$ cat src/rtl/hazard_pkg.sv
// Shared hazard-detection types and the register match helper used by the stall
// and forwarding logic.
package hazard_pkg;

    localparam int unsigned REG_W = 5;

    typedef enum logic [1:0] {
        HZ_RUN      = 2'd0,
        HZ_BR_LD2   = 2'd1,
        HZ_MEM_WAIT = 2'd2
    } hzState_t;

    localparam logic [REG_W-1:0] REG_ZERO = 5'd0;

    // True when a producer destination r feeds a source the ID instruction reads; $0 never matches.
    function automatic logic regMatch(
        input logic [REG_W-1:0] r,
        input logic [REG_W-1:0] rs,
        input logic [REG_W-1:0] rt,
        input logic             usesRt
    );
        return (r != REG_ZERO) && ((r == rs) || (usesRt && (r == rt)));
    endfunction

endpackage

$ cat src/rtl/hazard_sat_counter.sv
// Saturating up-counter with synchronous clear, used for stall-cycle statistics.
module hazard_sat_counter #(
    parameter int unsigned CNT_W = 16
) (
    input  logic             clk,
    input  logic             reset,
    input  logic             en,
    output logic [CNT_W-1:0] count
);

    localparam logic [CNT_W-1:0] CNT_MAX = '1;

    always_ff @(posedge clk) begin
        if (reset) begin
            count <= '0;
        end else if (en && (count != CNT_MAX)) begin
            count <= count + CNT_W'(1);
        end
    end

endmodule

$ cat src/rtl/hazard_stall_unit.sv
// Pipeline stall/flush controller: load-use, branch-in-ID on in-flight results,
// and data-memory wait handling, with a saturating stall-cycle counter.
module hazard_stall_unit
    import hazard_pkg::*;
#(
    parameter int unsigned CNT_W = 16
) (
    input  logic             clk,
    input  logic             reset,
    input  logic             ID_EX__MemRead,
    input  logic             ID_EX__RegWrite,
    input  logic [4:0]       ID_EX__rWR,
    input  logic             EX_MEM__MemRead,
    input  logic [4:0]       EX_MEM__rWR,
    input  logic [4:0]       IF_ID__rs,
    input  logic [4:0]       IF_ID__rt,
    input  logic             IF_ID__UsesRt,
    input  logic             IF_ID__Branch,
    input  logic             ID__BranchTaken,
    input  logic             dmem_req,
    input  logic             dmem_ready,
    output logic             PCWrite,
    output logic             IF_ID__Write,
    output logic             ID_EX__Bubble,
    output logic             IF_ID__Flush,
    output logic             BackHold,
    output logic [CNT_W-1:0] STALL_CNT
);

    hzState_t state;
    hzState_t nextState;

    logic exMatch;
    logic memMatch;
    logic loadUse;
    logic branchEx;
    logic branchLoad;
    logic branchMem;
    logic memWait;
    logic doStall;
    logic doFreeze;

    assign exMatch    = regMatch(ID_EX__rWR, IF_ID__rs, IF_ID__rt, IF_ID__UsesRt);
    assign memMatch   = regMatch(EX_MEM__rWR, IF_ID__rs, IF_ID__rt, IF_ID__UsesRt);
    assign loadUse    = ID_EX__MemRead && exMatch;
    assign branchEx   = IF_ID__Branch && ID_EX__RegWrite && !ID_EX__MemRead && exMatch;
    assign branchLoad = IF_ID__Branch && ID_EX__MemRead && exMatch;
    assign branchMem  = IF_ID__Branch && EX_MEM__MemRead && memMatch;
    assign memWait    = dmem_req && !dmem_ready;

    always_ff @(posedge clk) begin
        if (reset) begin
            state <= HZ_RUN;
        end else begin
            state <= nextState;
        end
    end

    // Next state plus Mealy outputs; reset forcing overrides everything last.
    always_comb begin
        nextState     = state;
        doStall       = 1'b0;
        doFreeze      = 1'b0;
        PCWrite       = 1'b1;
        IF_ID__Write  = 1'b1;
        ID_EX__Bubble = 1'b0;
        BackHold      = 1'b0;
        IF_ID__Flush  = IF_ID__Branch && ID__BranchTaken;

        case (state)
            HZ_RUN: begin
                if (memWait) begin
                    doFreeze  = 1'b1;
                    nextState = HZ_MEM_WAIT;
                end else if (branchLoad) begin
                    doStall   = 1'b1;
                    nextState = HZ_BR_LD2;
                end else if (loadUse || branchEx || branchMem) begin
                    doStall   = 1'b1;
                end
            end
            HZ_BR_LD2: begin
                if (memWait) begin
                    doFreeze  = 1'b1;
                    nextState = HZ_MEM_WAIT;
                end else begin
                    doStall   = 1'b1;
                    nextState = HZ_RUN;
                end
            end
            HZ_MEM_WAIT: begin
                // The completing cycle is frozen too; ID hazards are re-checked next cycle.
                doFreeze = 1'b1;
                if (!memWait) begin
                    nextState = HZ_RUN;
                end
            end
            default: begin
                nextState = HZ_RUN;
            end
        endcase

        if (doStall || doFreeze) begin
            PCWrite       = 1'b0;
            IF_ID__Write  = 1'b0;
            IF_ID__Flush  = 1'b0;
            ID_EX__Bubble = doStall;
            BackHold      = doFreeze;
        end

        if (reset) begin
            PCWrite       = 1'b0;
            IF_ID__Write  = 1'b0;
            ID_EX__Bubble = 1'b1;
            IF_ID__Flush  = 1'b1;
            BackHold      = 1'b0;
        end
    end

    hazard_sat_counter #(
        .CNT_W(CNT_W)
    ) u_stallCnt (
        .clk  (clk),
        .reset(reset),
        .en   (!PCWrite),
        .count(STALL_CNT)
    );

endmodule
$ cat config.mk
export PLATFORM = sky130hd
export DESIGN_NAME = hazard_stall_unit
export DESIGN_NICKNAME = d
export VERILOG_FILES = /design/src/rtl/hazard_pkg.sv /design/src/rtl/hazard_sat_counter.sv /design/src/rtl/hazard_stall_unit.sv
export SDC_FILE = /design/constraint.sdc
export NUM_CORES = 1
export LEC_CHECK = 0
export ABC_AREA = 1
export CAP_MARGIN = 20
export CORE_ASPECT_RATIO = 2
export CORE_MARGIN = 3
export CORE_UTILIZATION = 47
export DETAILED_ROUTE_END_ITERATION = 7
export GPL_TIMING_DRIVEN = 1
export PLACE_DENSITY = 0.88
export SETUP_SLACK_MARGIN = 0.02
export SKIP_LAST_GASP = 1
export SLEW_MARGIN = 15
export SYNTH_ARGS = -nofsm -noshare
export SYNTH_HDL_FRONTEND = slang
export SYNTH_SLANG_ARGS = --single-unit
$ cat constraint.sdc
create_clock -name clk -period 2.5 [get_ports clk]
set_clock_uncertainty 0.15 [all_clocks]
set_input_delay 0.5 -clock clk [delete_from_list [all_inputs] [get_ports clk]]
set_output_delay 0.5 -clock clk [all_outputs]
set_load 0.05 [all_outputs]
Yosys cells after proc, flatten, opt, wreduce, memory -nomap -nowiden
Cells that the tools add are included.

Bits of input ports: 30. Logic and storage cells: 60. Flip-flop bits (word level): 18. Output and inout port bits: 21.

Add/sub/neg operators: 1. Multiplexer cells: 20. Reductions and logical operators: 28. Eq/ne operators: 9.

Operators by type and width (number): 5-bit equality test (4); 16-bit by 1-bit adder with 16-bit output, second input constant (1); 16-bit inequality test, second input constant (1); 1-bit logical AND (15); 1-bit two-way mux (13); 5-bit nonzero test (2); 2-bit two-way mux (4); 2-bit case mux with 3 select lines (1); 1-bit logical OR (5); 1-bit case mux with 2 select lines (2); 1-bit logical NOT (3); 3-bit inequality test, second input constant (1); 2-bit by 1-bit equality test with 1-bit output, second input constant (1); 2-bit equality test, second input constant (1); 2-bit logical NOT (1); 2-bit inequality test, second input constant (1); 2-bit AND reduction (1); 2-bit OR reduction (1).

Longest topological paths before layout
Depth in word-level cells: 16. Mapped depth: 14. Mapped depth without buffers: 14.

By module
A second synthesis with hierarchy kept.

Cell total of the unflattened synthesis: 270. Area total of the unflattened synthesis: 1478.9 µm².

By module, submodules not included: hazard_sat_counter (sequential area each 320.3 µm², instances 1, cells each 149, area an instance 929.6 µm²); hazard_stall_unit (sequential area each 40.0 µm², instances 1, cells each 121, area an instance 549.3 µm²).

Worst setup path after synthesis
OpenSTA, ideal clock, no wires.

Path type: input -> output. From: input port EX_MEM__rWR[2]. To: output port PCWrite. Buffers on the path: 2. Cell stages on the path: 11. Data required time: 1.850 ns. Arrival: 1.946 ns. Setup slack: -0.096 ns. Cell sequence: nor3_2 nand3_1 nand3_1 inv_1 nand2_1 nand3_2 nand2_4 nand3_4 buf_4 inv_1 buf_4.

Cells in the longest elaborated chain, start to end: 13. Elaborated cells on any way between the ends: 15. Those cells by class: eq/ne (2); mux (6); reduce/logical (7).

Ends and longest elaborated chain: start, declared (RTL line hazard_stall_unit.sv:14) `input logic [4:0] EX_MEM__rWR,`; 5-bit equality test (RTL line hazard_pkg.sv:22) `return (r != REG_ZERO) && ((r == rs) || (usesRt && (r == rt)));`; 1-bit logical AND (RTL line hazard_pkg.sv:22); 1-bit logical OR (RTL line hazard_pkg.sv:22); 1-bit logical AND (*) (RTL line hazard_pkg.sv:22); 1-bit logical AND (*) (RTL line hazard_stall_unit.sv:48) `assign branchMem = IF_ID__Branch && EX_MEM__MemRead && memMatch;`; 1-bit logical OR (*) (RTL line hazard_stall_unit.sv:78) `end else if (loadUse || branchEx || branchMem) begin`; 1-bit two-way mux (*) (RTL line hazard_stall_unit.sv:78); 1-bit two-way mux (*) (RTL line hazard_stall_unit.sv:75) `end else if (branchLoad) begin`; 1-bit two-way mux (*) (RTL line hazard_stall_unit.sv:72) `if (memWait) begin`; 1-bit case mux with 2 select lines (*) (RTL line hazard_stall_unit.sv:70) `case (state)`; 1-bit logical OR (*) (RTL line hazard_stall_unit.sv:103) `if (doStall || doFreeze) begin`; 1-bit two-way mux (*) (2 in a row); end, declared (RTL line hazard_stall_unit.sv:22) `output logic PCWrite,`.

Every way passes the cells marked *; elsewhere a longest branch is shown, timed or not.

Final worst setup path
From: input port ID_EX__MemRead. To: output port PCWrite.

Cells in the longest elaborated chain, start to end: 12. Elaborated cells on any way between the ends: 15. Those cells by class: mux (6); reduce/logical (9).

Ends and longest elaborated chain: start, declared (RTL line hazard_stall_unit.sv:10) `input logic ID_EX__MemRead,`; 1-bit logical NOT (RTL line hazard_stall_unit.sv:46) `assign branchEx = IF_ID__Branch && ID_EX__RegWrite && !ID_EX__MemRead && exMatch;`; 1-bit logical AND (2 in a row) (RTL line hazard_stall_unit.sv:46); 1-bit logical OR (2 in a row) (RTL line hazard_stall_unit.sv:78); 1-bit two-way mux (RTL line hazard_stall_unit.sv:78); 1-bit two-way mux (*) (RTL line hazard_stall_unit.sv:75); 1-bit two-way mux (*) (RTL line hazard_stall_unit.sv:72); 1-bit case mux with 2 select lines (*) (RTL line hazard_stall_unit.sv:70); 1-bit logical OR (*) (RTL line hazard_stall_unit.sv:103); 1-bit two-way mux (*) (RTL line hazard_stall_unit.sv:103); 1-bit two-way mux (*) (RTL line hazard_stall_unit.sv:111) `if (reset) begin`.

Marks and branches as above.

==> run metrics <==
Sequential cell area 360 µm²; max-cap violation count 0; grt ovf 0; global-route wire length before repair 7710 µm; hold path startpoint u_stallCnt.count[8]$_SDFFE_PP0P_; Post-synth EDFFs 0; area leader, netlist dfxtp_1; Die ar. 4150 µm²; Worst EP arrival 1.79 ns; Die Height 88.2 µm; post-synth top area share 22.7%; #FFs+latches synth 18; WP data required 1.85 ns; wire per inst 14.0 µm; DR pass1 iterations 5; Vias/cell 5.47; Initial Util 49.7%; crit start category primary input; crit-path max FO 3; FP Rows 29; Mapped Nets 283; Pwr Density 356 nW/µm²; Layout Nets 352; CP cell instances clkdlybuf4s50_1 > a21o_1 > nand3_2 > nand3_2 > nand2_4 > nand3_4 > clkinvlp_4 > buf_8; dpl ws -0.268 ns; Netlist cell types 30; vias in the first global route 1843; status finished, final reports clean; cts-stage hold buffer count 0; P&R area growth vs syn 43.8%; largest net degree at the start of global routing 18; sequential area share after synthesis 22.7%; CTS tree done; I/O Buffers 50; initial drt markers 40; Hold Fails Final Rpt 0; Yosys warning count 0; clock slew at reported path FFs 0.07 ns; R2R Setup Slk 0.56 ns; area occupied by multi-input gates 1090 µm²; WS Path Type in2out; CP endpoint kind output pin; FILL cells 261; hpwl dp 3660 µm; via count 1920; CTS H-tree lvls 1; Cells after Synth 252; period utilisation layout 97.7%; Most common cell on crit path nand3_2; max-slew violations 0; Rel. slew slack 66.6%; slowest stage cell, crit path clkdlybuf4s50_1; Syn Std Cell Area 1590 µm²; CTS Buf Count 3; die width 47.1 µm; Max clock buf depth 2; main flop type after synthesis dfxtp_1; share of cells above drive strength 1 31.9%; Worst Tran Pin Value 0.500 ns; post-synthesis async set-or-reset flop share 0%; Worst VDD drop 0.232 mV; Residual DRC 0; worst setup margin 0.0586 ns; worst hold endpoint u_stallCnt.count[8]$_SDFFE_PP0P_; Worst path max stage delay 0.47 ns; hold crit path type reg2reg; DRT Wirelength 4910 µm; core box area 3190 µm²; GRT Overall Usage 25.5%; IO Pins 51; FF-to-FF Start u_stallCnt.count[0]$_SDFFE_PP0P_; CTS Sinks 18; total leakage power 1.07 nW; Hold Path Stages 2; fin crit period 2.44 ns; final setup fails 0; Crit Reg-Reg Endpoint u_stallCnt.count[0]$_SDFFE_PP0P_; synth top area cells dfxtp_1 23%, nand2_1 17%, nand3_1 8.8%; syn avg cell area 6.30 µm²; fmax 410 MHz; fin util 71.5%; Root Driver clkbuf_8; Detail Route Antenna Nets 0; Worst-Skew Late Latency 0.26 ns; initial antenna violation count 0; worst-case reg-to-reg path depth 10; ant diodes 0; RePlAce Congestion 1.00
==> registers in the layout (all words and copies together) (netlist names) <==
signal / count
state: 2
u_stallCnt.count: 16
==> cell families after synthesis <==
group,synth area share [%]
adder cells (fa/ha/maj),0.788
AO/OA/AOI/OAI,7.88
AND/OR/NAND/NOR,48.3
flip-flops,22.7
buffers and inverters,11.5
XOR/XNOR,8.83
==> metal layers <==
layer  global-route usage (%)  vias up  part of all wire [%]
li1                         -      930                     -
met1                     21.9      875                    32
met2                     49.6       88                    57
met3                     3.09       27                   4.3
met4                     16.1        0                   6.0
met5                        0        -                     0
==> repair_timing <==
action	CTS	global route
cloned	0	0
resized for setup	35	45
pin swaps	4	11
endpoints found under the setup margin	4	5
buffers inserted	10	1
==> cells in the mapped netlist, types with 5 or more instances <==
| cell type | number |
|---|---|
| nand2_1 | 72 |
| nand3_1 | 28 |
| inv_1 | 29 |
| nand2_2 | 10 |
| xnor2_1 | 5 |
| a21oi_1 | 5 |
| xor2_1 | 11 |
| dfxtp_1 | 18 |
| a21oi_2 | 10 |
| nor3_1 | 6 |
| nor2_1 | 25 |
| inv_2 | 7 |
==> worst max-delay path, delay by kind of cell <==
family,cells,cell delay (ns)
buffers and inverters,3,0.73
AND/OR/NAND/NOR,4,0.36
AO/OA/AOI/OAI,1,0.19
==> worst max-delay path by stage <==
stage / from / endpoint / cells after the start
after global placement: ID_EX__rWR[1] / IF_ID__Write / 13
final: ID_EX__MemRead / PCWrite / 8
after global routing: EX_MEM__rWR[0] / PCWrite / 13
after floorplan: ID_EX__rWR[4] / PCWrite / 13
after CTS: EX_MEM__rWR[2] / PCWrite / 13
after detailed placement: ID_EX__rWR[1] / PCWrite / 13
==> report_power, final <==
| group | internal [mW] | total, mW | switching [mW] |
|---|---|---|---|
| sequential | 0.293 | 0.302 | 0.00912 |
| clock | 0.141 | 0.247 | 0.107 |
| combinational | 0.111 | 0.265 | 0.154 |
==> layout by cell type, fill, tap and decap left out, types with 11 or more instances in the layout <==
cell type | netlist | routed
nand2_2 | 10 | 17
buf_4 | 2 | 19
clkdlybuf4s50_1 | 0 | 23
a21oi_2 | 10 | 11
nand2_1 | 72 | 65
xor2_1 | 11 | 11
clkbuf_2 | 0 | 17
inv_1 | 29 | 25
nand3_1 | 28 | 28
nor2_1 | 25 | 19
dfxtp_1 | 18 | 18
==> area by class of cell <==
class | count | share of cell area, %
Multi-Input combinational cell | 192 | 47.7
Timing Repair Buffer | 69 | 26.1
Sequential cell | 18 | 15.8
Inverter | 37 | 6.25
Clock buffer | 4 | 2.41
Tap cell | 31 | 1.70
==> per-stage QoR <==
stage               std cells  hold slack [ns]  power, mW  setup TNS (ns)  area, µm²
floorplan                 252            0.353      0.446               0       1600
global placement          336            0.325      0.552           -3.91       2170
detailed placement        336            0.334      0.556           -4.47       2170
CTS                       350            0.344      0.811               0       2310
global route              351            0.373      0.850       -0.000541       2280
finish                    351            0.345      0.814               0       2280
Power figures use the tool's default switching activity.
